File: src/rtl/noc_target_interface.sv
// NoC target endpoint: decodes router packets into local memory writes/reads and
// returns read data as response flits, dropping packets addressed to other nodes.
module noc_target_interface #(
    parameter int DATA_WIDTH = 32,
    parameter int ADDR_WIDTH = 12,
    parameter int NODE_ID    = 0,
    parameter bit RESP_HDR   = 1'b0
) (
    input  logic                  clk,
    input  logic                  rst,
    input  logic [DATA_WIDTH-1:0] router_out_data,
    input  logic                  router_out_valid,
    output logic                  router_out_ready,
    output logic [DATA_WIDTH-1:0] router_in_data,
    output logic                  router_in_valid,
    input  logic                  router_in_ready,
    output logic                  mem_req,
    output logic                  mem_we,
    output logic [ADDR_WIDTH-1:0] mem_addr,
    output logic [DATA_WIDTH-1:0] mem_wdata,
    input  logic                  mem_ready,
    input  logic                  mem_rvalid,
    input  logic [DATA_WIDTH-1:0] mem_rdata,
    output logic                  busy,
    output logic [7:0]            drop_count
);

    // state    | meaning
    // IDLE     | waiting for a header flit
    // WDATA    | waiting for the write data flit
    // MEM_WR   | write request presented to memory
    // MEM_RD   | read request presented to memory
    // RD_WAIT  | waiting for read data
    // RSP_HDR  | sending response header flit
    // RSP_DATA | sending response data flit
    // DROP     | discarding the data flit of a misaddressed write
    typedef enum logic [2:0] {
        IDLE, WDATA, MEM_WR, MEM_RD, RD_WAIT, RSP_HDR, RSP_DATA, DROP
    } state_t;

    localparam logic [7:0] NODE = 8'(NODE_ID);

    state_t                  state, next_state;
    logic [7:0]              src_q;
    logic [2:0]              mtype_q;
    logic [DATA_WIDTH-1:0]   rdata_q;
    logic                    out_xfer, in_xfer, hit, is_write;
    logic [DATA_WIDTH-1:0]   resp_hdr;

    assign out_xfer = router_out_valid && router_out_ready;
    assign in_xfer  = router_in_valid && router_in_ready;
    assign hit      = (router_out_data[31:24] == NODE);
    assign is_write = router_out_data[20];
    assign resp_hdr = DATA_WIDTH'({src_q, mtype_q, 1'b0, NODE, 12'(mem_addr)});

    always_comb begin
        next_state = state;
        case (state)
            IDLE: begin
                if (out_xfer) begin
                    if (hit)
                        next_state = is_write ? WDATA : MEM_RD;
                    else if (is_write)
                        next_state = DROP;
                end
            end
            WDATA:    if (out_xfer) next_state = MEM_WR;
            DROP:     if (out_xfer) next_state = IDLE;
            MEM_WR:   if (mem_ready) next_state = IDLE;
            MEM_RD:   if (mem_ready) next_state = RD_WAIT;
            RD_WAIT:  if (mem_rvalid) next_state = RESP_HDR ? RSP_HDR : RSP_DATA;
            RSP_HDR:  if (in_xfer) next_state = RSP_DATA;
            RSP_DATA: if (in_xfer) next_state = IDLE;
            default:  next_state = IDLE;
        endcase
    end

    // Every output is a flop loaded from next_state so it lines up with the state it describes.
    always_ff @(posedge clk) begin
        if (rst) begin
            state            <= IDLE;
            router_out_ready <= 1'b1;
            router_in_valid  <= 1'b0;
            router_in_data   <= '0;
            mem_req          <= 1'b0;
            mem_we           <= 1'b0;
            mem_addr         <= '0;
            mem_wdata        <= '0;
            busy             <= 1'b0;
            drop_count       <= 8'd0;
            src_q            <= 8'd0;
            mtype_q          <= 3'd0;
            rdata_q          <= '0;
        end else begin
            state            <= next_state;
            router_out_ready <= (next_state inside {IDLE, WDATA, DROP});
            mem_req          <= (next_state inside {MEM_WR, MEM_RD});
            mem_we           <= (next_state == MEM_WR);
            router_in_valid  <= (next_state inside {RSP_HDR, RSP_DATA});
            busy             <= (next_state != IDLE);
            if (state == IDLE && out_xfer) begin
                if (hit) begin
                    src_q    <= router_out_data[19:12];
                    mtype_q  <= router_out_data[23:21];
                    mem_addr <= ADDR_WIDTH'(router_out_data[11:0]);
                end else if (drop_count != 8'hFF) begin
                    drop_count <= drop_count + 8'd1;
                end
            end
            if (state == WDATA && out_xfer)
                mem_wdata <= router_out_data;
            if (state == RD_WAIT && mem_rvalid) begin
                rdata_q        <= mem_rdata;
                router_in_data <= RESP_HDR ? resp_hdr : mem_rdata;
            end
            if (state == RSP_HDR && in_xfer)
                router_in_data <= rdata_q;
        end
    end

endmodule

File: config.mk
export PLATFORM = sky130hd
export DESIGN_NAME = noc_target_interface
export DESIGN_NICKNAME = d
export VERILOG_FILES = /design/src/rtl/noc_target_interface.sv
export SDC_FILE = /design/constraint.sdc
export NUM_CORES = 1
export LEC_CHECK = 0
export CORE_MARGIN = 2
export CORE_UTILIZATION = 34
export DETAILED_ROUTE_END_ITERATION = 10
export SYNTH_ARGS = -nofsm -noshare
export SYNTH_HDL_FRONTEND = slang
export SYNTH_SLANG_ARGS = --single-unit
export TNS_END_PERCENT = 30
File: constraint.sdc
create_clock -name clk -period 2.2 [get_ports clk]
set_input_delay 0.44 -clock clk [delete_from_list [all_inputs] [get_ports clk]]
set_output_delay 0.44 -clock clk [all_outputs]
set_load 0.02 [all_outputs]
# Word level (Yosys, flattened, before mapping)
# Index checks and enable logic that the tools add are counted.
# word_totals
reg_bits	124
inputBits	70
out_inout_bits	89
elab_cells	57
# op_classes
addsub	1
eq_ne	14
mux	14
n_bitwise	1
n_reduce_logical	16
# op_table
cell	n
two-way mux 32 bit	2
two-way mux 3 bit	10
case mux 3 bit (8 select lines)	1
equality test 3 bit, second input constant	7
equality test 3 x 2 -> 1 bit, second input constant	4
adder 8 x 1 -> 8 bit, second input constant	1
zero test 8 bit	1
inequality test 8 bit, second input constant	1
equality test 3 x 1 -> 1 bit, second input constant	2
logical AND 1 bit	6
zero test 3 bit	2
nonzero test 2 bit	3
nonzero test 3 bit	2
AND reduction 3 bit	1
two-way mux 2 bit	1
AND reduction 2 bit	1
inverter 1 bit	1

# Logic depth before layout (Yosys ltp)
# Gate-level depths: netlist (run 1).
# depth
depth_word	6
ltp_mapped	7

# Least setup slack after synthesis (run 1)
# No wires, ideal clock.
# synth_timing
path_kind	register to register
startpoint	register drop_count[0]
endpoint	register drop_count[1]
setup_time_ns	0.128
arrival_ns	1.725
t_required_ns	2.072
setup_slack_ns	0.347
stages_incl_launch_ff	7
path_cell_list	dfxtp_1 -> ha_1 -> nand2_1 -> nor3_1 -> and2b_1 -> mux2i_1 -> nor2_1
# synth_between
elab_chain_cells	2
# synth_lines
item	line_no	rtl
start: declaration	25	output logic [7:0] drop_count
start signal: assignment	107	drop_count <= drop_count + 8'd1;
parallel branches: the longest is 2 deep, another holds adder 8 x 1 -> 8 bit	--	
# Parallel ways; which one is timed is not known.
# A chain may end at the register's enable or synchronous reset.

# Final worst setup path (run 1)
# layout_timing
startpoint	input router_out_data[24]
endpoint	register router_in_valid
# layout_between
elab_chain_cells	6
# layout_lines
item	line_no	rtl
start: declaration	11	input logic [DATA_WIDTH-1:0] router_out_data,
zero test 8 bit *	52	assign hit = (router_out_data[31:24] == NODE);
two-way mux 3 bit *	61	if (hit)
two-way mux 3 bit *	60	if (out_xfer) begin
case mux 3 bit (8 select lines) *	58	case (state)
equality test 3 bit	99	router_in_valid <= (next_state inside {RSP_HDR, RSP_DATA});
nonzero test 2 bit *	99	
end signal: assignment	99	
end: declaration	15	output logic router_in_valid,
# Every way passes the cells marked *; elsewhere a longest branch is shown, timed or not.

==> out/metrics.cfg, run 1 <==
[run_status]
status=complete, no violations

[routing]
viasPerCell=4.849
wirelength_mm=12.92
drt-wirelength-per-cell_um=14.00
first_pass_iters=4
drc=0
vias=4476
ant_nets=0
drtIter0Drc=230

[synth]
synth-seq-cells=124
synth_top_area_share_pct=52.85
synth.largest_area_cell=dfxtp_1
synth_top_flop_cell=dfxtp_1
ys_warn_count=0
syn_nets=645
synth_cell_types=48
synth-edff-count=0
syn-cell-area_um2=4697
synth_area_leaders=dfxtp_1 53%, nand2_1 18%, a21oi_1 8.2%
syn_inst=574
synthArstFlopShare_pct=0
synth-seq-area-share_pct=52.85
syn_avg_cell_area_um2=8.183

[placement]
globalplace.congestion=0.8703
dp_hpwl_mm=8.920
place_area_um2=6584
port-buffer-count=158

[sta]
hold_viol_final=0
max_clock_freq_ghz=0.5016
fin_worst_skew_ns=0.005548
post-route-period-util_pct=90.62
setup_violations=0
rsz0062_at_grt=no
fin_setup_tns_ns=0
drv_slew=0
slew_headroom_pct=60.38
max_slew.worst_pin.slew_ns=0.5943
fin_crit_ns=1.994

[setup_path]
worstReg2RegStart=state[0]
criticalPathCategory=input pin to register
rr_worst_depth=5
crit_required_ns=2.50
cp-start-kind=input pin
critPathArrivalTime_ns=2.30
ff2ff_setup_slack_ns=0.35
end_kind=register
cp-startpoint=router_out_data[24]
cp_max_fo=5
crit_end=router_in_valid
reg2reg_to=router_in_valid

[min_path]
hp-class=register to register

[floorplan]
core-area_um2=13350
dieArea_um2=14770
die_height_um=121.5
io_pins=159
start_util_pct=35.19
fp-row-count=42
die_w_um=121.5

[global_route]
grt-ovfl-total=0
grt_pass1_wl_mm=20.52
grt_pass1_vias=4285
track_usage_pct=17.74
grt_max_degree=56
antenna_found_initial=0

[finish]
nets=806
finalInstanceArea_um2=7226
final_cell_mix=224 x nand2_1, 157 x clkdlybuf4s50_1, 124 x dfxtp_1
layout_commonest_cell=nand2_1
area_delta_synth_final_pct=53.84
num_antenna_cells=0
drive_gt1_share_pct=8.701

[clocking]
hold_buffers=0
postCtsSetupBuffers=0
clkSinkCount=124
cts_made_buffers=17
cts_tree=built
ctsResizeCount=0
insertion_delay_ns=0.41
clk_pin_slew_ns=0.05
htreeDepth=4
clockBufferDepth=2
ctsRootBufferMaster=clkbuf_16

[flow_run]
maxCapViolCount=0

[power_and_ir_drop]
power.density_nw_per_um2=1073
leakage_nw=2.457
power_mw=7.751
vdd_drop_max_mv=0.5105

[metal layers]
metal / GRT usage (%) / wire [um]
met3: 5.852 / 979
met2: 27.81 / 5702
met1: 22.22 / 5975
met5: 0 / 0
met4: 8.046 / 262
[sequential cells by signal (all words and copies together) (netlist names)]
| register | count |
|---|---|
| drop_count | 8 |
| router_out_ready | 1 |
| mem_we | 1 |
| mem_req | 1 |
| state | 3 |
| router_in_valid | 1 |
| router_in_data | 32 |
| mem_wdata | 32 |
| mem_addr | 12 |
| busy | 1 |
| rdata_q | 32 |
[stage by stage]
stage	utilization, %	std cells	hold slack [ns]	setup WS (ns)
after global placement	49.33	892	0.4416	-0.1163
final	54.13	923	0.4514	0.2063
after global routing	54.13	923	0.4663	0.1222
after CTS	54.13	923	0.4540	0.2111
after floorplan	-	574	0.4366	0.3472
after detailed placement	49.33	892	0.4465	-0.1905
[worst min-delay path by stage]
stage,startpoint,endpoint,slack (ns),cells past startpoint
5_1_grt,mem_wdata[3],mem_wdata[3],0.47,2
2_1_floorplan,rdata_q[0],rdata_q[0],0.44,2
6_report,mem_wdata[28],mem_wdata[28],0.45,2
4_1_cts,rdata_q[31],rdata_q[31],0.45,2
3_5_place_dp,rdata_q[31],rdata_q[31],0.45,2
3_3_place_gp,rdata_q[15],rdata_q[15],0.44,2
[cell usage after synthesis (all sizes together) (2+ instances only)]
| library cell | number |
|---|---|
| o21ai | 2 |
| nor3 | 5 |
| and4bb | 2 |
| xnor2 | 6 |
| nor4 | 3 |
| nand3 | 6 |
| nor3b | 2 |
| a211oi | 3 |
| nor2 | 15 |
| dfxtp | 124 |
| or3 | 3 |
| a21oi | 77 |
| buf | 10 |
| and2 | 2 |
| inv | 2 |
| nand2 | 224 |
| clkbuf | 29 |
| and3b | 2 |
| a31oi | 34 |
| nand2b | 3 |
| o211ai | 2 |
[worst max-delay path, stage by stage]
cell             delay [ns]
clkdlybuf4s50_1        0.47
nor4_4                 0.34
buf_4                  0.21
nand4b_1               0.14
nor4bb_4               0.21
a211oi_1               0.27
and3b_1                0.21
[where the power goes]
part / internal (mW) / switching (mW) / total, mW / leakage, nW
combinational: 0.927 / 1.09 / 2.01 / 1.14
clock: 2.09 / 0.934 / 3.02 / 0.314
sequential: 2.53 / 0.182 / 2.71 / 1.00
[final cells by class]
type / instances / area (um2)
Fill cell: 1239 / 6122
Sequential cell: 124 / 2482
Multi-Input combinational cell: 409 / 2059
Timing Repair Buffer: 181 / 1814
Clock buffer: 24 / 481.7
Tap cell: 176 / 220.2
Clock inverter: 7 / 160.2
Inverter: 2 / 7.507
[logic make-up (layout without fill, tap and decap cells)]
logic type	count (synthesis)	after routing	synth area share (%)
compound gates	125	125	15.56
xor+xnor	7	7	1.305
simple gates	275	275	26.16
buf+inv	41	214	3.649
fa+ha+maj	1	1	0.2663
flops	124	124	52.85
mux	1	1	0.2131
(Power assumes the default switching activity.)
==> inputs of run 2 (changes only) <==
Settings changed: CORE_UTILIZATION 34 to 30.
==> run 2 against run 1 <==
Sequential power rose by 1%. Clock-buffer cell count decreased by 6. Global-route usage shrank 1.9 points. Critical path type is now register to primary output. Critical endpoint is now router_out_ready. Largest cell class unchanged.
==> out/metrics.cfg, run 2 (synthesis results as in run 1) <==
[setup_path]
slowest_delay_ns=0.66  ; was 0.47 ns
path_cells=clkdlybuf4s50_1  ; was clkdlybuf4s50_1, nor4_4, buf_4, nand4b_1, nor4bb_4, a211oi_1, and3b_1
worstReg2RegStart=state[1]  ; was state[0]
cpLargestDelayFamily=buffers and inverters  ; was simple AND/OR/NAND/NOR gates
cp_max_fo=7  ; was 5
slowest_stage=clkdlybuf4s50_1  ; unchanged
critPathArrivalTime_ns=1.54  ; was 2.30 ns
end_kind=primary output  ; was register
cp-startpoint=router_out_ready  ; was router_out_data[24]
criticalPathCategory=register to primary output  ; was input pin to register
cp-start-kind=register  ; was input pin
rr_worst_depth=7  ; was 5
ff2ff_setup_slack_ns=0.29  ; was 0.35 ns
crit_buf_inv=1  ; was 2
reg2reg_to=router_out_ready  ; was router_in_valid
crit_required_ns=1.76  ; was 2.50 ns

[finish]
num_antenna_cells=0  ; unchanged
drive_gt1_share_pct=9.358  ; was 8.701%
layout_commonest_cell=nand2_1  ; unchanged
finalInstanceArea_um2=7272  ; was 7226 um2
final_cell_mix=224 x nand2_1, 157 x clkdlybuf4s50_1, 124 x dfxtp_1  ; unchanged
area_delta_synth_final_pct=54.82  ; was 53.84%
nets=806  ; unchanged
largestRegisters=mem_wdata (32), rdata_q (32), router_in_data (32)  ; unchanged

[placement]
place_area_um2=6640  ; was 6584 um2
dp_slack_ns=-0.1517  ; was -0.1905 ns
port-buffer-count=158  ; unchanged
globalplace.congestion=0.7885  ; was 0.8703
dp_hpwl_mm=9.096  ; was 8.920 mm

[floorplan]
die_w_um=129.1  ; was 121.5 um
start_util_pct=30.78  ; was 35.19%
io_pins=159  ; unchanged
fp-row-count=45  ; was 42
die_height_um=129.1  ; was 121.5 um
dieArea_um2=16670  ; was 14,770 um2
core-area_um2=15260  ; was 13,350 um2

[sta]
post-route-period-util_pct=89.85  ; was 90.62%
setup_violations=0  ; unchanged
max_slew.worst_pin.slew_ns=0.7490  ; was 0.5943 ns
rsz0062_at_grt=no  ; unchanged
setup_ws_ns=0.2234  ; was 0.2063 ns
drv_slew=0  ; unchanged
max_clock_freq_ghz=0.5059  ; was 0.5016 GHz
slew_headroom_pct=50.07  ; was 60.38%
fin_crit_ns=1.977  ; was 1.994 ns
hold_viol_final=0  ; unchanged
fin_setup_tns_ns=0  ; unchanged
fin_worst_skew_ns=0.007177  ; was 0.005548 ns

[min_path]
hp-class=register to register  ; unchanged
worstHoldEndpoint=mem_wdata[4]  ; was mem_wdata[28]
worstHoldStart=mem_wdata[4]  ; was mem_wdata[28]
hold_depth=2  ; unchanged

[clocking]
ctsRootBufferMaster=clkbuf_16  ; unchanged
clk_pin_slew_ns=0.06  ; was 0.05 ns
clkSinkCount=124  ; unchanged
ctsResizeCount=0  ; unchanged
insertion_delay_ns=0.42  ; was 0.41 ns
cts_made_buffers=17  ; unchanged
clockBufferDepth=2  ; unchanged
cts_tree=built  ; unchanged
hold_buffers=0  ; unchanged
postCtsSetupBuffers=0  ; unchanged
htreeDepth=4  ; unchanged

[routing]
wirelength_mm=13.24  ; was 12.92 mm
ant_nets=0  ; unchanged
vias=4474  ; was 4,476
first_pass_iters=4  ; unchanged
drc=0  ; unchanged
viasPerCell=4.665  ; was 4.849
drtIter0Drc=212  ; was 230
drt-wirelength-per-cell_um=13.81  ; was 14.00 um

[flow_run]
maxCapViolCount=0  ; unchanged

[power_and_ir_drop]
vdd_drop_max_mv=0.5453  ; was 0.5105 mV
power.density_nw_per_um2=1058  ; was 1073 nW/um2
leakage_nw=2.434  ; was 2.457 nW

[global_route]
grt-ovfl-total=0  ; unchanged
track_usage_pct=15.88  ; was 17.74%
grt_max_degree=70  ; was 56
grt_pass1_vias=4279  ; was 4,285
grt_pass1_wl_mm=20.80  ; was 20.52 mm
antenna_found_initial=0  ; unchanged

[run_status]
status=complete, no violations  ; unchanged

==> run 2: changes by cell type in the layout (fill, tap and decap cells not counted) <==
cell / before / now
buf_12: 5 / 6
buf_4: 19 / 18
bufinv_16: 5 / 4
clkbuf_8: 3 / 1
clkinvlp_4: 0 / 6
clkbuf_1: 4 / 0
inv_6: 0 / 2
==> run 2: power by group <==
part	switching (mW)	leakage, nW	internal [mW]
Combinational	1.06	1.14	0.906
Clock	1.06	0.291	1.93
Sequential	0.219	1.00	2.53
==> run 2: layout make-up <==
type / count / area [um2]
fillers: 1426 / 7986
flip-flops and latches: 124 / 2482
repair buffers: 181 / 1827
multi-input cells: 409 / 2059
inverters: 2 / 7.507
clock buffers: 18 / 439.2
clock inverters: 14 / 192.7
well taps: 211 / 264.0
==> run 2: routing by layer <==
layer,wire length (um),part of all wire [%],vias up,global-route usage (%)
met5,0,0,-,0
met1,5929,45,2068,19.32
met3,901,6.8,10,5.450
met4,96,0.73,0,6.010
met2,6313,48,152,25.98
li1,-,-,2244,-
==> run 2: how the worst max path moves through the flow <==
stage | to | slack [ns] | cells past startpoint
2_1_floorplan | drop_count[1] | 0.35 | 6
3_3_place_gp | busy | -0.10 | 7
3_5_place_dp | busy | -0.15 | 7
4_1_cts | router_out_ready | 0.19 | 1
5_1_grt | router_out_ready | 0.14 | 1
6_report | router_out_ready | 0.22 | 1
==> run 2: per-stage QoR <==
stage               std cells  total power [mW]  utilization (%)  hold WS [ns]
CTS                       959             7.799            47.66        0.4556
global route              959             8.080            47.66        0.4693
global placement          927             4.727            43.52        0.4415
detailed placement        927             4.777            43.52        0.4477
finish                    959             7.696            47.66        0.4540
floorplan                 574             3.876                -        0.4366
==> run 2: worst min-delay path: cells and delay by family, from the launching register on <==
kind	cells	cell delay [ns]
AO/OA/AOI/OAI	1	0.05
flip-flops	1	0.31
AND/OR/NAND/NOR	1	0.05
==> variant, RTL diff (flow settings as in run 2) <==
Change the parameter `ADDR_WIDTH` from 12 to 11.
--- a/src/rtl/noc_target_interface.sv
+++ b/src/rtl/noc_target_interface.sv
@@ -2,7 +2,7 @@
 // returns read data as response flits, dropping packets addressed to other nodes.
 module noc_target_interface #(
     parameter int DATA_WIDTH = 32,
-    parameter int ADDR_WIDTH = 12,
+    parameter int ADDR_WIDTH = 11,
     parameter int NODE_ID    = 0,
     parameter bit RESP_HDR   = 1'b0
 ) (
Ports: changed (resized mem_addr); port bits go from 159 to 158. No check against the original RTL was run, so the function may have changed too.
==> variant against run 2 <==
- routed wire length is 1.3% lower
- cell area is 3.5% lower
- sequential cell count is 1 lower
- total power is 9.0% lower
- first-iteration DRC count is 16% higher
- area after synthesis is 3.5% lower
- die area is 3.4% lower
- register-to-register slack worse by 0.03 ns
- setup slack worse by 0.18 ns
- global-route usage is 0.098 points higher
- critical path type is now in2reg
- largest power group unchanged
==> variant: results <==
[drt]
wl_met1_mm = 5.89
vias_per_cell = 4.84
drt-total-wl_mm = 13.1
drt_iter0_drc = 246
route.met3.wl_um = 785
dr_wl_met2_mm = 6.16
firstDrtPassIters = 5

[place]
post_dp_cell_area_um2 = 6380
numPlacedInstances = 871
port_buffers = 157
dp_slack_ns = -0.454
place_congestion = 0.834
place_hpwl_mm = 8.56

[grt]
grt_max_degree = 66
grtUsageMet1_pct = 20.0
grt_pass1_wl_mm = 20.4
met3_usage_pct = 4.64
grt_pass1_vias = 4105

[min_path]
hold_start = router_out_data[30]
hold_depth = 3
whs_endpoint = mem_wdata[30]$_SDFFE_PP0P_
hold_path.class = in2reg

[yosys]
synth.yosys.seq_area_share_pct = 54.3
synth.area.top_cells = dfxtp_1, nand2_1, a21oi_1
synth_fp_nets = 620
synthesis.instances = 549
synth_cell_types = 38
synth_commonest_cells = nand2_1, dfxtp_1, a21oi_1

[final_layout]
drive_gt1_share_pct = 8.90
layout.nets = 778
finalNonFillerCells = 903

[sta]
slew_headroom_pct = 55.7
hold_slack_ns = 0.353
finalClockSkew_ns = 0.0111

[critical_path]
reg2reg_setup_slack_ns = 0.26
path_max_fanout = 4
rr_startpoint = state[2]$_SDFF_PP0_
cp-startpoint = router_out_data[26]
reg2regPathDepth = 5
timing.rr.end = router_in_valid$_SDFF_PP0_

[power_and_ir_drop]
vdd_ir_drop_max_v = 0.000582
p_switching_mw = 1.96
share_comb_of_total_power_pct = 21.8
power_density_nw_per_um2 = 998
leakage_nw = 2.41

[outcome]
status = finished, final reports clean
variant: logic make-up (layout without fill, tap and decap cells):
family	count (synthesis)	after routing	synth area share [%]
xor gates and xnor gates	6	6	1.16
and+or+nand+nor	257	257	23.7
adders and majority gates	1	1	0.276
AOI/OAI and AO/OA	111	111	14.5
muxes	13	13	2.90
DFF	123	123	54.3
buffers and inverters	38	208	3.20
variant: what timing repair did:
item,4_1_cts,5_1_grt
gates resized for setup,4,5
setup buffers,1,0
hold buffers,0,0
setup endpoints to repair,2,5
endpoints found under the hold margin,0,0
pin swaps,2,2
variant: layout make-up:
cell class                      instances  area [um^2]
Fill cell                            1386         7630
Sequential cell                       123         2460
Multi-Input combinational cell        388         1950
Timing Repair Buffer                  176         1760
Clock buffer                           20          467
Tap cell                              184          230
Clock inverter                         11          144
Inverter                                1         3.75
variant: critical path, cell delays in order:
cell             delay, ns
clkdlybuf4s50_1       0.47
or4_4                 0.46
o211a_4               0.26
a2111oi_4             0.40
buf_4                 0.19
a41oi_1               0.12
o31ai_1               0.12
